### src/rtl/clk_div_pkg.sv
// Shared types and default sizing for the multi-channel clock divider.
// The optional sync_in alignment input is enabled by defining CLK_DIV_MULTI_SYNC_EN.
package clk_div_pkg;

  localparam int DEF_NUM_CH = 4;
  localparam int DEF_DIV_W  = 16;

  typedef enum logic {
    MODE_TOGGLE = 1'b0,
    MODE_PULSE  = 1'b1
  } clk_mode_e;

endpackage

### src/rtl/clk_div_ch.sv
// One divider channel: wrap counter, active/pending divisor+mode, tick and clk_out.
// With CLK_DIV_MULTI_SYNC_EN defined, a sync input realigns the channel phase.
module clk_div_ch
  import clk_div_pkg::*;
#(
  parameter int             DIV_W   = DEF_DIV_W,
  parameter logic [DIV_W-1:0] RST_DIV = '0
)(
  input  logic             clk_in,
  input  logic             rst,
  input  logic             en,
`ifdef CLK_DIV_MULTI_SYNC_EN
  input  logic             sync,
`endif
  input  logic             wr_en,
  input  logic [DIV_W-1:0] wr_div,
  input  logic             wr_mode,
  output logic             clk_out,
  output logic             tick,
  output logic             busy
);

  logic [DIV_W-1:0] cnt;
  logic [DIV_W-1:0] div_act;
  logic [DIV_W-1:0] div_pend;
  clk_mode_e        mode_act;
  clk_mode_e        mode_pend;
  logic             wrap;
  logic             realign;

  assign wrap = (cnt == div_act);

`ifdef CLK_DIV_MULTI_SYNC_EN
  assign realign = !en || sync;
`else
  assign realign = !en;
`endif

  // A pending update lands on a realign or on a wrap seen while busy; the wrap
  // itself is still decided and shaped by the old divisor/mode. A write in the
  // same cycle reloads pending after the old pending has been consumed.
  always_ff @(posedge clk_in or posedge rst) begin
    if (rst) begin
      cnt       <= '0;
      clk_out   <= 1'b1;
      tick      <= 1'b0;
      busy      <= 1'b0;
      div_act   <= RST_DIV;
      mode_act  <= MODE_TOGGLE;
      div_pend  <= '0;
      mode_pend <= MODE_TOGGLE;
    end else begin
      if (realign) begin
        cnt     <= '0;
        clk_out <= 1'b1;
        tick    <= 1'b0;
        busy    <= 1'b0;
        if (busy) begin
          div_act  <= div_pend;
          mode_act <= mode_pend;
        end
      end else begin
        tick <= wrap;
        if (wrap) begin
          cnt     <= '0;
          clk_out <= (mode_act == MODE_TOGGLE) ? ~clk_out : 1'b1;
          busy    <= 1'b0;
          if (busy) begin
            div_act  <= div_pend;
            mode_act <= mode_pend;
          end
        end else begin
          cnt <= cnt + 1'b1;
          if (mode_act == MODE_PULSE) clk_out <= 1'b0;
        end
      end

      if (wr_en) begin
        if (en) begin
          div_pend  <= wr_div;
          mode_pend <= clk_mode_e'(wr_mode);
          busy      <= 1'b1;
        end else begin
          div_act  <= wr_div;
          mode_act <= clk_mode_e'(wr_mode);
        end
      end
    end
  end

endmodule

### src/rtl/clk_div_multi.sv
// NUM_CH independent programmable clock dividers sharing one write port.
// Defining CLK_DIV_MULTI_SYNC_EN adds sync_in, which realigns all enabled channels.
module clk_div_multi
  import clk_div_pkg::*;
#(
  parameter int  NUM_CH  = DEF_NUM_CH,
  parameter int  DIV_W   = DEF_DIV_W,
  parameter int  RST_DIV = 0,
  localparam int CH_W    = (NUM_CH > 1) ? $clog2(NUM_CH) : 1
)(
  input  logic              clk_in,
  input  logic              rst,
`ifdef CLK_DIV_MULTI_SYNC_EN
  input  logic              sync_in,
`endif
  input  logic [NUM_CH-1:0] ch_en,
  input  logic              wr_en,
  input  logic [CH_W-1:0]   wr_ch,
  input  logic [DIV_W-1:0]  wr_div,
  input  logic              wr_mode,
  output logic [NUM_CH-1:0] clk_out,
  output logic [NUM_CH-1:0] tick,
  output logic [NUM_CH-1:0] busy
);

  // Write port: wr_en is a single-cycle qualifier with no ready; every strobe
  // is taken on that clk_in edge, and a wr_ch with no matching channel is dropped.
  for (genvar i = 0; i < NUM_CH; i++) begin : g_ch
    logic sel;
    assign sel = wr_en && (wr_ch == CH_W'(i));

    clk_div_ch #(
      .DIV_W   (DIV_W),
      .RST_DIV (DIV_W'(RST_DIV))
    ) u_ch (
      .clk_in  (clk_in),
      .rst     (rst),
      .en      (ch_en[i]),
`ifdef CLK_DIV_MULTI_SYNC_EN
      .sync    (sync_in),
`endif
      .wr_en   (sel),
      .wr_div  (wr_div),
      .wr_mode (wr_mode),
      .clk_out (clk_out[i]),
      .tick    (tick[i]),
      .busy    (busy[i])
    );
  end

endmodule

### config.mk
export PLATFORM = sky130hd
export DESIGN_NAME = clk_div_multi
export DESIGN_NICKNAME = d
export VERILOG_FILES = /design/src/rtl/clk_div_pkg.sv /design/src/rtl/clk_div_ch.sv /design/src/rtl/clk_div_multi.sv
export SDC_FILE = /design/constraint.sdc
export NUM_CORES = 1
export LEC_CHECK = 0
export ABC_AREA = 1
export CORE_MARGIN = 10
export CORE_UTILIZATION = 50
export CTS_CLUSTER_SIZE = 25
export DETAILED_ROUTE_END_ITERATION = 10
export GPL_TIMING_DRIVEN = 0
export PLACE_DENSITY = 0.68
export RECOVER_POWER = 25
export SYNTH_ARGS = -nofsm -noshare
export SYNTH_HDL_FRONTEND = slang
export SYNTH_SLANG_ARGS = --single-unit
### constraint.sdc
create_clock -name clk_in -period 11.9 [get_ports clk_in]
set_input_delay 2.975 -clock clk_in [delete_from_list [all_inputs] [get_ports clk_in]]
set_output_delay 2.975 -clock clk_in [all_outputs]
set_load 0.02 [all_outputs]
==> results.cfg <==
[run_status]
outcome = finished with violations
violations = max-capacitance violations, max-slew violations

[min_path]
holdCritPathClass = flop to flop
hold_start = g_ch[1].u_ch.div_pend[2]

[clock_tree]
postCtsHoldBufs = 0
cts-buffers-inserted = 24
cts_sinks = 212
cts_setup_buffers = 0
clk_pin_slew_worst_paths_ns = 0.06
cts-resized-gates = 0
clockRootBuffer = clkbuf_16
cts_tree = yes
cts_buffer_depth = 3
clk_latency_ns = 0.52
h-tree-depth = 1

[yosys]
ys_types = 28
synthCells = 1432
synth-seq-cells = 212
yosysSeqAreaShare_pct = 49.5
syn-num-nets = 1462
avgSynthCellArea_um2 = 7.48
yosys-top-cells-area = dfrtp_1 49%, nand2_1 19%, o21ai_0 6.4%, inv_1 5.5%, nor2_1 5.2%
ys_warn_count = 0
synth_area_leader_cell = dfrtp_1
syn-cell-area_um2 = 10700
synthArstFlopShare_pct = 100
synthFlopType = dfrtp_1
synth_edf_count = 0
synth.top_cell.area_share_pct = 48.6

[cells_and_area]
drive_gt1_share_pct = 6.61
nets = 1526
n_antenna_cell = 0
final_common_cell = nand2_1
final_core_util_pct = 57.9
fin_area_um2 = 12200
finalNonFillerCells = 1788
fillers = 2017
final_cell_mix = 536 x nand2_1, 208 x dfrtp_1, 155 x inv_1, 149 x nor2_1, 137 x o21ai_0
synthToLayoutAreaGrowth_pct = 13.9

[floorplan]
die_x_um = 166
die_area_um2 = 27700
core_area_um2 = 21100
die_height_um = 166
start_util_pct = 50.8
num_rows = 53
ios = 38

[place]
placed_area_um2 = 11500
port_buffers = 37
dp_cells = 1745
hpwl_mm = 19.2
post-place-ws_ns = 6.84
place.gp.congestion = 0.837

[critical_path]
cp-start-kind = input port
worstSetupPathDepth = 2
cp-end-kind = async pin
cp_slowest_cell = clkinvlp_2
cp_max_fo = 99
timing.rr.end = g_ch[0].u_ch.cnt[0]
cpLargestDelayFamily = buffers and inverters
setup.worst_path.class = input port to async pin
crit_path_max_incr_delay_ns = 2.57
arrival_ns = 6.15
cp.required_ns = 11.72
r2r_cells = 8
worstSetupEndpoint = g_ch[3].u_ch.cnt[8]
r2r_slack_ns = 9.97
path_buf_inv = 2
r2r-start = g_ch[0].u_ch.cnt[6]
crit_start = rst
crit_path_cell_trace = dlygate4sd3_1 -> clkinvlp_2

[timing]
clock_skew_ns = 0.00660
period_needed_ns = 6.34
tns_ns = 0
relSlewSlack_pct = -206
setup_slack_ns = 5.56
rsz0062_at_grt = false
max_freq_ghz = 0.158
timing.hold.ws_ns = 0.479
tightest_slew_ns = 4.57
report.final.slew_viol_count = 99
period_share_pct = 53.3
hold_viol_final = 0
setup_viol = 0

[grt]
gr-total-overflow = 0
antenna_found_initial = 0
grtUsageTotal_pct = 19.2
grt_max_degree = 115
grt_pass1_vias = 8802
grt_pass1_wl_mm = 44.5

[routing]
dr.pass1.iters = 5
vias = 9082
viasPerCell = 5.08
drt_iter0_drc = 611
drc = 0
finalWirelength_mm = 27.2
ant_nets = 0
wl_per_cell_um = 15.2

[power]
p_switching_mw = 0.561
peakVddDrop_mv = 0.102
p_int_mw = 1.38
switching_share_pct = 28.9
combPwrFrac_pct = 16.4
power_leakage_nw = 6.23
power_frac_clock_pct = 36.7
power_density_nw_per_um2 = 159
power.total_mw = 1.94
seqPwrFrac_pct = 46.9

[run]
max-cap-violations = 1
## layout make-up
type	count	area [um2]	area share, %
Multi-Input combinational cell	997	4430	36.3
Inverter	168	632	5.18
Timing Repair Buffer	38	398	3.26
Buffer	55	325	2.66
Clock inverter	7	37.5	0.307
Tap cell	275	344	2.82
Clock buffer	36	727	5.95
Sequential cell	212	5310	43.5
## worst min path at each step
stage | endpoint | slack, ns | depth (start not counted)
after detailed placement | g_ch[1].u_ch.div_pend[2] | 0.47 | 2
final | g_ch[1].u_ch.div_pend[2] | 0.48 | 2
after global placement | g_ch[1].u_ch.div_pend[11] | 0.46 | 2
after global routing | g_ch[1].u_ch.div_pend[2] | 0.50 | 2
after floorplan | g_ch[0].u_ch.div_pend[10] | 0.45 | 2
after CTS | g_ch[1].u_ch.div_pend[2] | 0.48 | 2
## logic make-up (layout without fill, tap and decap cells)
| group | after synthesis | after routing | synth area share, % |
|---|---|---|---|
| AOI/OAI and AO/OA | 193 | 193 | 9.25 |
| xor gates and xnor gates | 40 | 40 | 3.27 |
| adders and majority gates | 4 | 4 | 0.467 |
| buffers and inverters | 223 | 304 | 8.94 |
| DFF | 212 | 212 | 49.5 |
| and+or+nand+nor | 760 | 760 | 28.5 |
## cell usage after synthesis, types with 7 or more instances
master and n:
nand2_1 534, dfrtp_1 208, inv_1 156, nor2_1 149, o21ai_0 137, a21oi_1 40
xor2_1 40, nor3_1 24, clkbuf_1 21, buf_4 18, nor3b_1 15, nand3_1 13
inv_2 11, a31oi_1 8, nand2_4 8, buf_2 7
## sequential cells by signal, summed over array words and instances (netlist names)
| signal | count |
|---|---|
| g_ch.u_ch.busy | 4 |
| g_ch.u_ch.clk_out | 4 |
| g_ch.u_ch.cnt | 64 |
| g_ch.u_ch.div_act | 64 |
| g_ch.u_ch.div_pend | 64 |
| g_ch.u_ch.mode_act | 4 |
| g_ch.u_ch.mode_pend | 4 |
| g_ch.u_ch.tick | 4 |
## power groups by stage
| stage | Clock (mW) | Combinational [mW] | Sequential [mW] |
|---|---|---|---|
| 3_5_place_dp | 0 | 0.320 | 0.924 |
| 3_3_place_gp | 0 | 0.310 | 0.922 |
| 2_1_floorplan | 0 | 0.243 | 0.899 |
| 6_report | 0.713 | 0.319 | 0.913 |
| 5_1_grt | 0.758 | 0.380 | 0.925 |
| 4_1_cts | 0.729 | 0.323 | 0.912 |
## per-layer routing
layer / vias up / part of all wire, % / global-route usage, %
li1: 4543 / - / -
met1: 4280 / 46 / 26.1
met2: 210 / 46 / 31.3
met3: 49 / 5.1 / 2.87
met4: 0 / 2.6 / 5.31
met5: - / 0 / 0
Note: power is estimated with default switching activity, not from simulation.
